### src/rtl/apb_master_arb.sv
// apb_master_arb: shares one APB bus between N_REQ requesters.
// The arbiter is round-robin. The FSM sequences the SETUP and ACCESS phases and
// returns read data and error status for each transfer.
// Optional feature: define APB_TIMEOUT_EN to force completion with an error
// when a slave keeps pready low for TIMEOUT ACCESS cycles.
module apb_master_arb #(
   parameter int N_REQ   = 4,
   parameter int AW      = 12,
   parameter int TIMEOUT = 16
) (
   input  logic                pclk,
   input  logic                reset_n,
   input  logic [N_REQ-1:0]    req,
   input  logic [N_REQ-1:0]    req_write,
   input  logic [N_REQ*AW-1:0] req_addr,
   input  logic [N_REQ*32-1:0] req_wdata,
   output logic [N_REQ-1:0]    gnt,
   output logic [N_REQ-1:0]    done,
   output logic [31:0]         rsp_rdata,
   output logic                rsp_err,
   output logic [AW-1:0]       paddr,
   output logic                pwrite,
   output logic                psel,
   output logic                penable,
   output logic [31:0]         pwdata,
   input  logic [31:0]         prdata,
   input  logic                pready,
   input  logic                pslverr
);

   localparam int PW = (N_REQ > 1) ? $clog2(N_REQ) : 1;

   typedef enum logic [1:0] {
      ST_IDLE   = 2'd0,
      ST_SETUP  = 2'd1,
      ST_ACCESS = 2'd2
   } state_t;

   // Reject parameter values the design is not built for.
   if (N_REQ < 2 || N_REQ > 8) begin : g_bad_nreq
      $error("apb_master_arb: N_REQ must be in 2..8");
   end
   if (TIMEOUT < 2 || TIMEOUT > 255) begin : g_bad_timeout
      $error("apb_master_arb: TIMEOUT must be in 2..255");
   end

   state_t              state_q, state_d;
   logic [PW-1:0]       rr_ptr_q, rr_ptr_d;
   logic [PW-1:0]       owner_q, owner_d;
   logic [N_REQ-1:0]    gnt_q, gnt_d;
   logic [AW-1:0]       paddr_q, paddr_d;
   logic [31:0]         pwdata_q, pwdata_d;
   logic                pwrite_q, pwrite_d;
   logic                psel_q, psel_d;
   logic                penable_q, penable_d;

   logic [AW-1:0]       addr_arr  [N_REQ];
   logic [31:0]         wdata_arr [N_REQ];

   logic                pick_found;
   logic [PW-1:0]       pick_idx;
   logic                timeout_hit;
   logic                complete;

   // Split the flat requester buses into one entry per requester.
   for (genvar g = 0; g < N_REQ; g++) begin : g_unpack
      assign addr_arr[g]  = req_addr[g*AW +: AW];
      assign wdata_arr[g] = req_wdata[g*32 +: 32];
   end

   // Round-robin pick: the first active request at or after the pointer, wrapping around.
   always_comb begin
      int            cand_int;
      logic [PW-1:0] cand;
      pick_found = 1'b0;
      pick_idx   = '0;
      cand_int   = 0;
      cand       = '0;
      for (int i = 0; i < N_REQ; i++) begin
         cand_int = int'(rr_ptr_q) + i;
         if (cand_int >= N_REQ) begin
            cand_int = cand_int - N_REQ;
         end
         cand = PW'(cand_int);
         if (!pick_found && req[cand]) begin
            pick_found = 1'b1;
            pick_idx   = cand;
         end
      end
   end

`ifdef APB_TIMEOUT_EN
   localparam logic [7:0] TMO_LAST = 8'(TIMEOUT - 1);

   logic [7:0] tmo_cnt_q, tmo_cnt_d;

   // Count ACCESS cycles that have no pready. The count restarts in every SETUP phase.
   always_comb begin
      tmo_cnt_d = tmo_cnt_q;
      if (state_q == ST_SETUP) begin
         tmo_cnt_d = '0;
      end else if (state_q == ST_ACCESS && !pready && tmo_cnt_q != 8'hFF) begin
         tmo_cnt_d = tmo_cnt_q + 8'd1;
      end
   end

   // Register for the wait-limit counter.
   always_ff @(posedge pclk or negedge reset_n) begin
      if (!reset_n) begin
         tmo_cnt_q <= '0;
      end else begin
         tmo_cnt_q <= tmo_cnt_d;
      end
   end

   assign timeout_hit = (state_q == ST_ACCESS) && !pready && (tmo_cnt_q == TMO_LAST);
`else
   assign timeout_hit = 1'b0;
`endif

   assign complete = (state_q == ST_ACCESS) && (pready || timeout_hit);

   // Next-state logic for the FSM, the bus-owner registers and the APB outputs.
   always_comb begin
      int nxt_int;
      state_d   = state_q;
      rr_ptr_d  = rr_ptr_q;
      owner_d   = owner_q;
      gnt_d     = gnt_q;
      paddr_d   = paddr_q;
      pwdata_d  = pwdata_q;
      pwrite_d  = pwrite_q;
      psel_d    = psel_q;
      penable_d = penable_q;
      nxt_int   = 0;
      case (state_q)
         ST_IDLE: begin
            if (pick_found) begin
               owner_d   = pick_idx;
               gnt_d     = N_REQ'(1) << pick_idx;
               paddr_d   = addr_arr[pick_idx];
               pwdata_d  = wdata_arr[pick_idx];
               pwrite_d  = req_write[pick_idx];
               psel_d    = 1'b1;
               penable_d = 1'b0;
               state_d   = ST_SETUP;
            end
         end
         ST_SETUP: begin
            penable_d = 1'b1;
            state_d   = ST_ACCESS;
         end
         ST_ACCESS: begin
            if (complete) begin
               nxt_int = int'(owner_q) + 1;
               if (nxt_int >= N_REQ) begin
                  nxt_int = 0;
               end
               rr_ptr_d  = PW'(nxt_int);
               gnt_d     = '0;
               psel_d    = 1'b0;
               penable_d = 1'b0;
               state_d   = ST_IDLE;
            end
         end
         default: begin
            gnt_d     = '0;
            psel_d    = 1'b0;
            penable_d = 1'b0;
            state_d   = ST_IDLE;
         end
      endcase
   end

   // FSM and registered bus outputs. Reset drops the bus at once.
   always_ff @(posedge pclk or negedge reset_n) begin
      if (!reset_n) begin
         state_q   <= ST_IDLE;
         rr_ptr_q  <= '0;
         owner_q   <= '0;
         gnt_q     <= '0;
         paddr_q   <= '0;
         pwdata_q  <= '0;
         pwrite_q  <= 1'b0;
         psel_q    <= 1'b0;
         penable_q <= 1'b0;
      end else begin
         state_q   <= state_d;
         rr_ptr_q  <= rr_ptr_d;
         owner_q   <= owner_d;
         gnt_q     <= gnt_d;
         paddr_q   <= paddr_d;
         pwdata_q  <= pwdata_d;
         pwrite_q  <= pwrite_d;
         psel_q    <= psel_d;
         penable_q <= penable_d;
      end
   end

   // The completion response is combinational, so done arrives in the same cycle as pready.
   always_comb begin
      done      = complete ? gnt_q : '0;
      rsp_err   = complete && (timeout_hit || pslverr);
      rsp_rdata = (complete && !pwrite_q && !timeout_hit) ? prdata : 32'd0;
   end

   assign gnt     = gnt_q;
   assign paddr   = paddr_q;
   assign pwdata  = pwdata_q;
   assign pwrite  = pwrite_q;
   assign psel    = psel_q;
   assign penable = penable_q;

endmodule
### config.mk
export PLATFORM = sky130hd
export DESIGN_NAME = apb_master_arb
export DESIGN_NICKNAME = d
export VERILOG_FILES = /design/src/rtl/apb_master_arb.sv
export SDC_FILE = /design/constraint.sdc
export NUM_CORES = 1
export LEC_CHECK = 0
export ABC_AREA = 0
export BUFFER_PORTS_ARGS = -buffer_cell sky130_fd_sc_hd__buf_2
export CELL_PAD_IN_SITES_DETAIL_PLACEMENT = 1
export CELL_PAD_IN_SITES_GLOBAL_PLACEMENT = 2
export CORE_MARGIN = 1
export CORE_UTILIZATION = 18
export DETAILED_ROUTE_END_ITERATION = 8
export PLACE_DENSITY_LB_ADDON = 0.1
export SLEW_MARGIN = 10
export SYNTH_ARGS = -nofsm -noshare
export SYNTH_HDL_FRONTEND = slang
export SYNTH_SLANG_ARGS = --single-unit
### constraint.sdc
create_clock -name pclk -period 1.7 [get_ports pclk]
set_input_delay 0.255 -clock pclk [delete_from_list [all_inputs] [get_ports pclk]]
set_output_delay 0.255 -clock pclk [all_outputs]
set_load 0.05 [all_outputs]
## Word-level counts from Yosys, hierarchy flattened

Index checks and enable logic that the tools add are counted.

| storage, ports and cells | value |
|---|---|
| register bits | 57 |
| input port bits | 220 |
| output and inout port bits | 88 |
| logic and storage cells | 92 |

| operators by class | value |
|---|---|
| add/subtract/negate cells | 8 |
| $lt $le $gt $ge | 11 |
| equality and inequality tests | 4 |
| shifts and indexed selects | 1 |
| multiplexer cells | 42 |
| bitwise logic cells | 2 |
| reduce and logical (&&, ||, !) cells | 15 |

Operator list:

| operator | count |
|---|---|
| 32-bit two-way mux | 3 |
| 32-bit binary-select mux with 2-bit select | 1 |
| 12-bit binary-select mux with 2-bit select | 1 |
| 12-bit two-way mux | 2 |
| 2-bit two-way mux | 11 |
| 3-bit >= comparator, second input constant | 5 |
| 2-bit by 3-bit < comparator with 1-bit output, second input constant | 5 |
| 1-bit two-way mux | 12 |
| 4-bit two-way mux | 3 |
| 4-bit one-hot mux with 3 select lines | 1 |
| 1-bit binary-select mux with 2-bit select | 5 |
| 2-bit by 1-bit subtractor with 2-bit output, second input constant | 4 |
| 2-bit by 1-bit adder with 3-bit output, second input constant | 2 |
| 2-bit by 2-bit adder with 3-bit output, second input constant | 2 |
| 1-bit logical AND | 6 |
| 1-bit one-hot mux with 3 select lines | 2 |
| 2-bit one-hot mux with 3 select lines | 1 |
| 2-bit AND reduction | 3 |
| 1-bit zero test | 4 |
| 2-bit != test, second input constant | 2 |
| 1-bit by 2-bit left shift with 4-bit output, first input constant | 1 |
| 2-bit by 3-bit >= comparator with 1-bit output, second input constant | 1 |
| 2-bit inverter with 3-bit output | 1 |
| 3-bit AND reduction | 1 |
| other kinds (4) | 4 |

## Logic depth before layout (Yosys ltp)

| depth | value |
|---|---|
| depth after elaboration | 18 |
| depth in mapped cells | 8 |
| mapped depth without buffers | 5 |

## Worst setup path before layout

No wires, ideal clock.

| path | value |
|---|---|
| path type | reg2out |
| start point | register state_q[1] |
| end point | output rsp_rdata[0] |
| arrival | 1.710 ns |
| required time | 1.445 ns |
| path slack | -0.265 ns |
| cell stages (with the launch flop) | 5 |
| buffers on the path | 1 |
| cell sequence | dfrtp_1 -> nand3b_1 -> nor2_1 -> clkbuf_1 -> and2_1 |

| on the way | value |
|---|---|
| word-level cells in the longest chain between the ends | 4 |

RTL lines:

| item | RTL line | source |
|---|---|---|
| start: declaration | 47 | `state_t state_q, state_d;` |
| start signal: assignment | 188 | `state_q <= state_d;` |
| 2-bit equality test | 121 | `assign complete = (state_q == ST_ACCESS) && (pready \|\| timeout_hit);` |
| 1-bit logical AND | 121 |  |
| 1-bit logical AND | 204 | `rsp_rdata = (complete && !pwrite_q && !timeout_hit) ? prdata : 32'd0;` |
| 32-bit two-way mux | 204 |  |
| end: declaration | 19 | `output logic [31:0] rsp_rdata,` |

Every way passes these cells.

## Worst setup path in the final report

| path | value |
|---|---|
| start point | register state_q[0] |
| end point | output rsp_rdata[24] |

Same word-level chain as after synthesis.

==> results.json <==
{
  "numClockSinks": 56,
  "first_global_vias": 5165,
  "synth_seq_cells": 56,
  "diodes": 0,
  "p_per_area_mw_per_mm2": 1850,
  "seqPwrFrac_pct": 19.1,
  "die_h_um": 146,
  "crit_family": "simple AND/OR/NAND/NOR gates",
  "critical-path-slowest-cell": "dfrtp_1",
  "leakagePower_nw": 3.25,
  "path_clk_slew_ns": 0.08,
  "crit_buf_inv": 2,
  "port_buffers": 307,
  "cp-start-kind": "flop",
  "clkPwrFrac_pct": 9.3,
  "pwr-share-comb_pct": 71.6,
  "worstPathCellList": "nand3b_1 > nor2_2 > buf_12 > and2_2 > buf_8",
  "switching_share_pct": 52.7,
  "cts.root.buffer_cell": "clkbuf_16",
  "final_cell_mix": "271 x buf_2, 54 x dfrtp_1, 51 x nor2_1",
  "drv_cap": 0,
  "intPower_w": 0.00615,
  "gp_congestion": 0.888,
  "numCtsBuffers": 5,
  "yosysSeqAreaShare_pct": 37.6,
  "clockBufferDepth": 2,
  "outcome": "complete, but fails checks",
  "fp.dieW_um": 146,
  "first_pass_iters": 4,
  "period_share_pct": 109,
  "layout.nets": 962,
  "drv_slew": 0,
  "finClkSkew_ns": 0.0116,
  "crit_required_ns": 1.44,
  "drive_gt1_share_pct": 64.0,
  "cpPeakStageDelay_ns": 0.38,
  "p_sw_w": 0.00685,
  "seqCellArea_mm2": 0.00140,
  "place_ws_ns": -0.140,
  "die_area_mm2": 0.0213,
  "fp.coreArea_mm2": 0.0202,
  "grt_use_total_pct": 17.7,
  "syn2layout_area_growth_pct": 89.0,
  "worstSkewPairLatency_ns": 0.31,
  "num_vias": 4688,
  "violations": "negative setup slack",
  "wire_per_inst_um": 18.9,
  "antenna_found_initial": 1,
  "drc_errors": 0,
  "cts_tree": "yes",
  "viasPerCell": 4.64,
  "fillCellCount": 2354,
  "netlist_area_mm2": 0.00372,
  "final_common_cell": "buf_2",
  "synth_cell_types": 32,
  "finalHoldWorstSlack_ns": 0.218,
  "grt_pass1_wl_um": 29200,
  "hold_viol_final": 0,
  "syn_nets": 639,
  "arrival_ns": 1.60,
  "dp_hpwl_um": 13800,
  "drt_iter0_markers": 119,
  "synthCells": 418,
  "worst-path-max-fanout": 32,
  "slew_headroom_pct": 70.2,
  "rsz0062_at_grt": "yes",
  "finalSetupViolations": 35,
  "initial_utilization_pct": 18.4,
  "ant_nets": 0,
  "yosys_warnings": 0,
  "syn_area_per_cell_um2": 8.91,
  "multi_input_area_mm2": 0.00270,
  "grt_max_degree": 57,
  "pin_count": 308,
  "row_count": 52,
  "grt-ovfl-total": 0,
  "drt-total-wl_um": 19100,
  "min_period_ns": 1.85,
  "crit_path_end_kind": "output port",
  "path_class": "flop to output port",
  "cts_max_level": 2,
  "tightest_slew_ns": 0.446,
  "hold_path.class": "primary input to flop",
  "layout_setup_ws_ns": -0.150,
  "fmax_mhz": 540,
  "ir_worst_vdd_mv": 0.707
}
worst register-to-register path, stage by stage (launching register included):
cell and delay [ns]:
dfrtp_2 0.44, mux2i_1 0.25, o221a_4 0.24, buf_12 0.14
buf_12 0.16, mux2i_2 0.25, o22ai_1 0.11
synth_stat cells, drive strengths merged:
cell / number / area, um^2
a21oi: 4 / 20.0
dfrtp: 56 / 1400
clkbuf: 16 / 60.1
and2: 37 / 231
o31ai: 1 / 7.51
nor2: 53 / 199
a21boi: 1 / 7.51
o22ai: 45 / 282
buf: 24 / 148
nand2b: 2 / 12.5
o32ai: 1 / 8.76
or3: 1 / 11.3
mux2i: 46 / 460
o21ai: 51 / 267
a221oi: 45 / 394
o211ai: 1 / 12.5
nand4b: 1 / 8.76
nand2: 16 / 60.1
nor2b: 2 / 12.5
and3b: 1 / 8.76
nand3b: 2 / 15.0
nand3: 4 / 20.0
o32a: 1 / 10.0
mux2: 1 / 11.3
inv: 2 / 7.50
o221a: 3 / 33.8
ha: 1 / 12.5
kinds of logic (layout without fill, tap and decap cells):
| logic type | after synthesis | in the layout | share of synthesized area [%] |
|---|---|---|---|
| AO/OA/AOI/OAI | 153 | 153 | 28.0 |
| flip-flops | 56 | 56 | 37.6 |
| AND/OR/NAND/NOR | 119 | 119 | 15.6 |
| multiplexers | 47 | 47 | 12.7 |
| adder cells (fa/ha/maj) | 1 | 1 | 0.336 |
| buffers and inverters | 42 | 365 | 5.78 |
stage by stage:
stage / total power [W] / TNS, ns / std cells / util [%] / area [um^2]
floorplan: 0.00780 / 0 / 418 / - / 3760
global placement: 0.0103 / -0.508 / 990 / 28.8 / 5830
detailed placement: 0.0104 / -2.09 / 990 / 28.8 / 5830
CTS: 0.0127 / -6.39 / 1012 / 33.2 / 6730
global route: 0.0138 / -7.11 / 1011 / 34.8 / 7040
finish: 0.0130 / -3.81 / 1011 / 34.8 / 7040
flip-flops by register name, summed over array words and instances, names as in the netlist:
register,flops
pwdata,32
paddr,12
gnt,4
owner_q,2
rr_ptr_q,2
state_q,2
psel,1
pwrite,1
per-layer routing:
metal	share of wire, %	vias to the layer above	GRT usage (%)
li1	-	2231	-
met1	41	2252	20.5
met2	52	192	32.8
met3	6.3	11	4.01
met4	0.87	2	3.47
met5	0.052	-	0
power by group through the flow:
stage / clock network, W / logic [W] / registers (W)
after floorplan: 0 / 0.00338 / 0.00442
after global placement: 0 / 0.00781 / 0.00246
after detailed placement: 0 / 0.00794 / 0.00250
after CTS: 0.00125 / 0.00899 / 0.00249
after global routing: 0.00129 / 0.00996 / 0.00259
final: 0.00121 / 0.00931 / 0.00249
what timing repair did:
action	in CTS	in global routing
gates cloned	5	1
hold endpoints to repair	56	0
hold buffers	1	0
resized for setup	137	74
endpoints found under the setup margin	82	82
setup buffers	10	4
pin swaps	28	31
layout make-up:
cell class / instances / share of cell area (%)
multi-input cells: 320 / 38.4
repair buffers: 356 / 34.4
flip-flops and latches: 56 / 20.0
well taps: 270 / 4.80
clock buffers: 6 / 1.83
clock inverters: 1 / 0.427
inverters: 2 / 0.142
worst paths after layout:
path / cells after the start / start / to / slack, ns
hold / removal: 3 / req_wdata[9] / pwdata[9] / 0.22
setup / recovery: 5 / state_q[0] / rsp_rdata[24] / -0.15
setup reg to reg: 6 / rr_ptr_q[1] / pwdata[7] / -0.02
min in group asynchronous: 3 / reset_n / pwdata[11] / 0.48
max in group asynchronous: 3 / reset_n / paddr[4] / 0.92
hold reg to reg: 2 / psel / psel / 0.48
Power figures use the tool's default switching activity.
